**src/rtl/vga_seq_pkg.sv**
```systemverilog
// Shared definitions for the VGA display sequencer and its X/Y counter:
// FSM state encoding, default resolution, mode width and the mode-advance
// helper.
package vga_seq_pkg;

    localparam int unsigned COORD_W = 11;
    localparam int unsigned MODE_W  = 2;

    localparam logic [COORD_W-1:0] DISPLAY_X_DEF = 11'd1024;
    localparam logic [COORD_W-1:0] DISPLAY_Y_DEF = 11'd768;

    // Sequencer FSM encoding
    localparam logic [1:0] ST_IDLE   = 2'd0;
    localparam logic [1:0] ST_RUN    = 2'd1;
    localparam logic [1:0] ST_RESYNC = 2'd2;

    typedef logic [MODE_W-1:0] mode_t;

    // Next mode in round-robin order over num_modes modes
    function automatic mode_t next_mode(input mode_t m, input int unsigned num_modes);
        next_mode = ((32'(m) + 32'd1) >= num_modes) ? '0 : m + mode_t'(1);
    endfunction

endpackage

```
**src/rtl/vga_xy_counter.sv**
```systemverilog
// Pixel X/Y counter driven by the active-video enable.
// PIX_VALID is the enable delayed one cycle; x/y describe the pixel presented
// while pix_valid=1 and advance after it. frame_start is registered together
// with the pixel it marks; frame_end_c flags the last pixel of a frame.
//
// Ports:
//   VGA_CLK, RST_N  clock, synchronous active-low reset
//   en_in           raw active-video enable
//   hold            suppress advancing (pixel presented this cycle is dropped)
//   clear           force the position back to (0,0)
//   pix_valid       registered en_in
//   x, y            current pixel position
//   frame_start     pix_valid at (0,0)
//   frame_end_c     pix_valid at the last pixel of the frame (combinational)
module vga_xy_counter
    import vga_seq_pkg::*;
#(
    parameter logic [10:0] P_DISPLAY_X = DISPLAY_X_DEF,
    parameter logic [10:0] P_DISPLAY_Y = DISPLAY_Y_DEF
) (
    input  logic        VGA_CLK,
    input  logic        RST_N,
    input  logic        en_in,
    input  logic        hold,
    input  logic        clear,
    output logic        pix_valid,
    output logic [10:0] x,
    output logic [10:0] y,
    output logic        frame_start,
    output logic        frame_end_c
);

    localparam logic [10:0] X_MAX = P_DISPLAY_X - 11'd1;
    localparam logic [10:0] Y_MAX = P_DISPLAY_Y - 11'd1;

    logic [10:0] x_nxt_c;
    logic [10:0] y_nxt_c;

    // Position after the current cycle
    always_comb begin
        x_nxt_c = x;
        y_nxt_c = y;
        if (clear) begin
            x_nxt_c = '0;
            y_nxt_c = '0;
        end else if (pix_valid && !hold) begin
            if (x == X_MAX) begin
                x_nxt_c = '0;
                y_nxt_c = (y == Y_MAX) ? 11'd0 : y + 11'd1;
            end else begin
                x_nxt_c = x + 11'd1;
            end
        end
    end

    assign frame_end_c = pix_valid && !hold && (x == X_MAX) && (y == Y_MAX);

    // frame_start is precomputed from the incoming enable so it lines up with the pixel
    always_ff @(posedge VGA_CLK) begin
        if (!RST_N) begin
            pix_valid   <= 1'b0;
            x           <= '0;
            y           <= '0;
            frame_start <= 1'b0;
        end else begin
            pix_valid   <= en_in;
            x           <= x_nxt_c;
            y           <= y_nxt_c;
            frame_start <= en_in && !clear && (x_nxt_c == 11'd0) && (y_nxt_c == 11'd0);
        end
    end

endmodule

```
**src/rtl/vga_display_sequencer.sv**
```systemverilog
// VGA display sequencer: tracks the pixel position from the RGB-enable stream,
// selects the active pattern mode (switching only at frame boundaries) and
// resynchronises after an over-long enable gap inside a frame.
//
// Build option: define VGA_SEQ_AUTO_CYCLE_EN to include the frame counter and
// automatic mode cycling controlled by AUTO_EN; otherwise AUTO_EN is ignored.
//
// Ports:
//   VGA_CLK, RST_N   pixel clock, synchronous active-low reset
//   VGA_IF_RGBEN     active-video enable from the timing generator
//   MODE_REQ         one-cycle request to switch to MODE_REQ_SEL
//   MODE_REQ_SEL     requested mode
//   AUTO_EN          level enable for automatic mode cycling
//   CURRENT_X/Y      position of the pixel qualified by PIX_VALID
//   PIX_VALID        VGA_IF_RGBEN delayed by one cycle
//   FRAME_START      pulse with pixel (0,0)
//   MODE_SEL         active mode, constant within a frame
//   MODE_CHANGED     pulse on the cycle MODE_SEL takes a new value
//   SYNC_ERR         sticky gap-timeout flag, cleared by reset
module vga_display_sequencer
    import vga_seq_pkg::*;
#(
    parameter logic [10:0] P_DISPLAY_X   = DISPLAY_X_DEF,
    parameter logic [10:0] P_DISPLAY_Y   = DISPLAY_Y_DEF,
    parameter int unsigned P_NUM_MODES   = 4,
    parameter logic [7:0]  P_AUTO_FRAMES = 8'd60,
    parameter logic [15:0] P_GAP_TIMEOUT = 16'd2048
) (
    input  logic        VGA_CLK,
    input  logic        RST_N,
    input  logic        VGA_IF_RGBEN,
    input  logic        MODE_REQ,
    input  logic [1:0]  MODE_REQ_SEL,
    input  logic        AUTO_EN,
    output logic [10:0] CURRENT_X,
    output logic [10:0] CURRENT_Y,
    output logic        PIX_VALID,
    output logic        FRAME_START,
    output logic [1:0]  MODE_SEL,
    output logic        MODE_CHANGED,
    output logic        SYNC_ERR
);

    logic [1:0]  state;
    logic [1:0]  state_nxt_c;
    logic [15:0] gap_cnt;
    logic        gap_hit_c;
    logic        frame_end_c;
    logic        in_frame_c;
    mode_t       pending;
    logic        pend_v;
    logic        req_ok_c;
    logic        auto_due_c;
    mode_t       mode_nxt_c;

    vga_xy_counter #(
        .P_DISPLAY_X (P_DISPLAY_X),
        .P_DISPLAY_Y (P_DISPLAY_Y)
    ) u_xy (
        .VGA_CLK     (VGA_CLK),
        .RST_N       (RST_N),
        .en_in       (VGA_IF_RGBEN),
        .hold        (state == ST_RESYNC),
        .clear       (gap_hit_c),
        .pix_valid   (PIX_VALID),
        .x           (CURRENT_X),
        .y           (CURRENT_Y),
        .frame_start (FRAME_START),
        .frame_end_c (frame_end_c)
    );

    // Gaps only count inside a frame; blanking at (0,0) is normal
    assign in_frame_c = (CURRENT_X != 11'd0) || (CURRENT_Y != 11'd0);
    assign gap_hit_c  = (state == ST_RUN) && !PIX_VALID && in_frame_c
                        && (gap_cnt == P_GAP_TIMEOUT - 16'd1);

    // State register
    always_ff @(posedge VGA_CLK) begin
        if (!RST_N) state <= ST_IDLE;
        else        state <= state_nxt_c;
    end

    // Next-state logic
    always_comb begin
        state_nxt_c = state;
        case (state)
            ST_IDLE:   if (PIX_VALID) state_nxt_c = ST_RUN;
            ST_RUN:    if (gap_hit_c) state_nxt_c = ST_RESYNC;
            ST_RESYNC: state_nxt_c = ST_IDLE;
            default:   state_nxt_c = ST_IDLE;
        endcase
    end

    // Consecutive enable-low cycles inside a frame
    always_ff @(posedge VGA_CLK) begin
        if (!RST_N) begin
            gap_cnt <= '0;
        end else if ((state != ST_RUN) || PIX_VALID || gap_hit_c) begin
            gap_cnt <= '0;
        end else if (in_frame_c) begin
            gap_cnt <= gap_cnt + 16'd1;
        end
    end

    // Sticky resync indication
    always_ff @(posedge VGA_CLK) begin
        if (!RST_N)                 SYNC_ERR <= 1'b0;
        else if (state == ST_RESYNC) SYNC_ERR <= 1'b1;
    end

    assign req_ok_c = MODE_REQ && (32'(MODE_REQ_SEL) < P_NUM_MODES);

`ifdef VGA_SEQ_AUTO_CYCLE_EN
    logic [7:0] frame_cnt;

    assign auto_due_c = AUTO_EN && (frame_cnt == P_AUTO_FRAMES - 8'd1);

    // Frames shown in the current mode; restarts on any mode update
    always_ff @(posedge VGA_CLK) begin
        if (!RST_N || !AUTO_EN) begin
            frame_cnt <= '0;
        end else if (frame_end_c) begin
            if (pend_v || auto_due_c)         frame_cnt <= '0;
            else if (frame_cnt != P_AUTO_FRAMES) frame_cnt <= frame_cnt + 8'd1;
        end
    end
`else
    logic auto_en_unused;

    assign auto_en_unused = AUTO_EN;
    assign auto_due_c     = 1'b0;
`endif

    // Mode to take at the end of this cycle; a pending request beats auto-cycle
    always_comb begin
        mode_nxt_c = MODE_SEL;
        if (frame_end_c) begin
            if (pend_v)          mode_nxt_c = pending;
            else if (auto_due_c) mode_nxt_c = next_mode(MODE_SEL, P_NUM_MODES);
        end
    end

    // Mode register and request capture; a request on the boundary survives the update
    always_ff @(posedge VGA_CLK) begin
        if (!RST_N) begin
            MODE_SEL     <= '0;
            MODE_CHANGED <= 1'b0;
            pending      <= '0;
            pend_v       <= 1'b0;
        end else begin
            MODE_SEL     <= mode_nxt_c;
            MODE_CHANGED <= (mode_nxt_c != MODE_SEL);
            if (frame_end_c) pend_v <= 1'b0;
            if (req_ok_c) begin
                pending <= MODE_REQ_SEL;
                pend_v  <= 1'b1;
            end
        end
    end

endmodule
```
**config.mk**
```make
export PLATFORM = sky130hd
export DESIGN_NAME = vga_display_sequencer
export DESIGN_NICKNAME = d
export VERILOG_FILES = /design/src/rtl/vga_seq_pkg.sv /design/src/rtl/vga_xy_counter.sv /design/src/rtl/vga_display_sequencer.sv
export SDC_FILE = /design/constraint.sdc
export NUM_CORES = 1
export LEC_CHECK = 0
export BUFFER_PORTS_ARGS = -buffer_cell sky130_fd_sc_hd__buf_2
export CORE_MARGIN = 10
export CORE_UTILIZATION = 60
export CTS_CLUSTER_DIAMETER = 30
export DETAILED_ROUTE_END_ITERATION = 12
export GPL_TIMING_DRIVEN = 0
export PLACE_DENSITY = 0.83
export SKIP_LAST_GASP = 1
export SLEW_MARGIN = 0
export SYNTH_ARGS = -nofsm -noshare
export SYNTH_HDL_FRONTEND = slang
export SYNTH_HIERARCHICAL = 1
export SYNTH_SLANG_ARGS = --single-unit
```
**constraint.sdc**
```tcl
create_clock -name VGA_CLK -period 5.6 [get_ports VGA_CLK]
set_input_delay 0.56 -clock VGA_CLK [delete_from_list [all_inputs] [get_ports VGA_CLK]]
set_output_delay 0.56 -clock VGA_CLK [all_outputs]
set_load 0.005 [all_outputs]
```
==> results.json <==
{
  "status": "finished clean",
  "grt_pass1_wl_mm": 10.5,
  "core-area_um2": 4090,
  "ant_nets": 0,
  "path_max_fanout": 6,
  "setup.worst_path.end": "u_xy/frame_start",
  "r2r_setup_slack_ns": 2.88,
  "arrival_ns": 2.91,
  "min_from": "SYNC_ERR",
  "cts_hold_buffers": 0,
  "irDropWorstVdd_mv": 0.100,
  "min_period_ns": 2.72,
  "worst_pin_slew_ns": 0.447,
  "clkLatencyLatePin_ns": 0.29,
  "grt_use_met2_pct": 28.5,
  "required_ns": 5.79,
  "cts_buffer_depth": 2,
  "crit_type": "reg2reg",
  "fin_nets": 346,
  "rsz0062_at_grt": "false",
  "synth_warnings": 6,
  "tns_ns": 0,
  "grt_start_max_net_pins": 15,
  "fillCellCount": 316,
  "dp_hpwl_mm": 4.41,
  "grt_use_met1_pct": 20.8,
  "htree_levels": 2,
  "finClkSkew_ns": 0.00573,
  "powerDensity_nw_per_um2": 219,
  "grt_pass1_vias": 2212,
  "drt-wirelength-per-cell_um": 15.4,
  "fmax_mhz": 368,
  "antenna_cells": 0,
  "die_x_um": 85.7,
  "final_layout_size_suffix_gt1_share_pct": 18.7,
  "synth_edf_count": 0,
  "yosysMostFrequentCell": "dfxtp_1",
  "ys_types": 59,
  "yosysTopAreaCell": "dfxtp_1",
  "grt.busiest_layer": "met2",
  "syn-num-nets": 306,
  "dr.pass1.iters": 5,
  "clkSinkCount": 49,
  "total_power_mw": 0.643,
  "fin_crit_sh_pct": 48.6,
  "cts_setup_buffers": 0,
  "dr_total_vias": 2339,
  "rr_startpoint": "state[1]",
  "avgSynthCellArea_um2": 8.75,
  "synth_top_area_share_pct": 37.9,
  "r2r_end": "u_xy/frame_start",
  "slew_headroom_pct": 70.0,
  "syn_to_final_growth_pct": 13.3,
  "rr_worst_depth": 7,
  "holdCritPathClass": "reg2reg",
  "syn_inst": 296,
  "synthArstFlopShare_pct": 0,
  "die_area_um2": 7350,
  "ys_top_cells_by_count": "dfxtp_1, nor2_1, nand2_1",
  "power.leakage_nw": 1.22,
  "overflow": 0,
  "netlist_area_um2": 2590,
  "yosysSeqAreaShare_pct": 37.9,
  "synth-main-ff-cell": "dfxtp_1",
  "die_y_um": 85.7,
  "grt_use_total_pct": 16.9,
  "ys_seq_elements": 49,
  "critPathLaunch": "state[1]",
  "ios": 35,
  "wirelength_mm": 5.98,
  "end_kind": "flop",
  "gp_congestion": 0.926,
  "tritoncts": "yes",
  "finalSetupViolCount": 0,
  "cts_root_buf": "clkbuf_8",
  "hold_violations": 0,
  "cp-start-kind": "flop",
  "cap_viol_max_count": 0,
  "path_clk_slew_ns": 0.09,
  "vias_per_cell": 6.04,
  "use_met3_pct": 4.35,
  "slew_viol_final": 0,
  "cts_buffers": 5,
  "io_buffers": 33,
  "rows": 23,
  "post_cts_resize_count": 0,
  "synth_area_leaders": "dfxtp_1, xor2_1, nor2_1",
  "start_util_pct": 63.4,
  "post-route-drc-count": 0,
  "first_iter_violations": 139,
  "antenna_found_initial": 0
}
## stage by stage
stage / setup slack (ns) / std cells / hold slack (ns) / area [um2] / utilization [%]
after CTS: 2.87 / 387 / 0.470 / 2940 / 71.8
after global routing: 2.69 / 387 / 0.503 / 2940 / 71.8
after floorplan: 3.25 / 296 / 0.451 / 2590 / -
after global placement: 2.95 / 379 / 0.447 / 2820 / 69.0
after detailed placement: 2.93 / 379 / 0.450 / 2820 / 69.0
final: 2.88 / 387 / 0.466 / 2940 / 71.8
## cells by family after synthesis
kind of cell,after synthesis,share of synthesized area (%)
AO/OA/AOI/OAI,42,12.2
XOR/XNOR,34,11.5
adder cells (fa/ha/maj),3,1.45
buffers and inverters,15,3.43
flip-flops,49,37.9
multiplexers,7,2.95
AND/OR/NAND/NOR,146,30.7
## layout make-up
class	instances	area (um2)	area share [%]
clock buffers	7	86.3	2.94
inverters	5	18.8	0.639
plain buffers	10	70.1	2.39
repair buffers	33	165	5.63
multi-input cells	232	1520	51.8
flip-flops and latches	49	981	33.4
clock inverters	1	30.0	1.02
well taps	50	62.6	2.13
## worst min path at each step
stage	end	slack [ns]	depth (start not counted)
3_3_place_gp	SYNC_ERR	0.45	1
5_1_grt	SYNC_ERR	0.50	1
4_1_cts	SYNC_ERR	0.47	1
6_report	SYNC_ERR	0.47	1
3_5_place_dp	SYNC_ERR	0.45	1
2_1_floorplan	gap_cnt[10]	0.45	2
## critical path, stage by stage (launching register included)
cell and delay (ns):
dfxtp_1 0.35, nor2b_1 0.35, nand2b_1 0.22, mux2_4 0.35
a2111oi_4 0.37, nand4_1 0.12, or4b_1 0.52, a2111oi_2 0.35
## registers in the layout, indices dropped and copies added, names as in the netlist
register,flops
MODE_CHANGED,1
MODE_SEL,2
SYNC_ERR,1
gap_cnt,16
pend_v,1
pending,2
state,2
u_xy/frame_start,1
u_xy/pix_valid,1
u_xy/x,11
u_xy/y,11
## layer usage
layer	vias to the layer above	share of wire, %
met5	-	0
met4	0	1.1
met3	10	7.3
met2	95	48
met1	1093	44
li1	1141	-
## cell usage in the layout, fill, tap and decap left out, types with 2 or more instances in the layout
cell type	instances
nand2_1	24
mux2i_1	5
and4_1	2
or3_1	2
clkbuf_1	3
nand2b_1	2
nand3_1	10
a21boi_0	3
inv_1	5
xnor2_1	15
and3_1	6
o211ai_1	4
nor3_1	6
a31oi_1	3
or4_1	4
a21oi_1	6
and2_1	3
o21a_1	2
buf_6	2
ha_1	3
nor2_1	44
or4b_1	2
and2_2	2
clkbuf_8	6
xor2_1	19
o2111ai_1	3
nor4_1	6
dfxtp_1	49
buf_2	37
o31ai_1	4
nor2b_1	8
nand3b_1	2
o21ai_0	8
and3_2	2
nand4_1	9
## where the power goes
part,total (mW),switching [mW],internal (mW)
registers,0.356,0.00456,0.352
logic,0.0288,0.0164,0.0124
clock network,0.258,0.112,0.146
total,0.643,0.133,0.510
No activity file was read; power rests on OpenSTA's default activity.
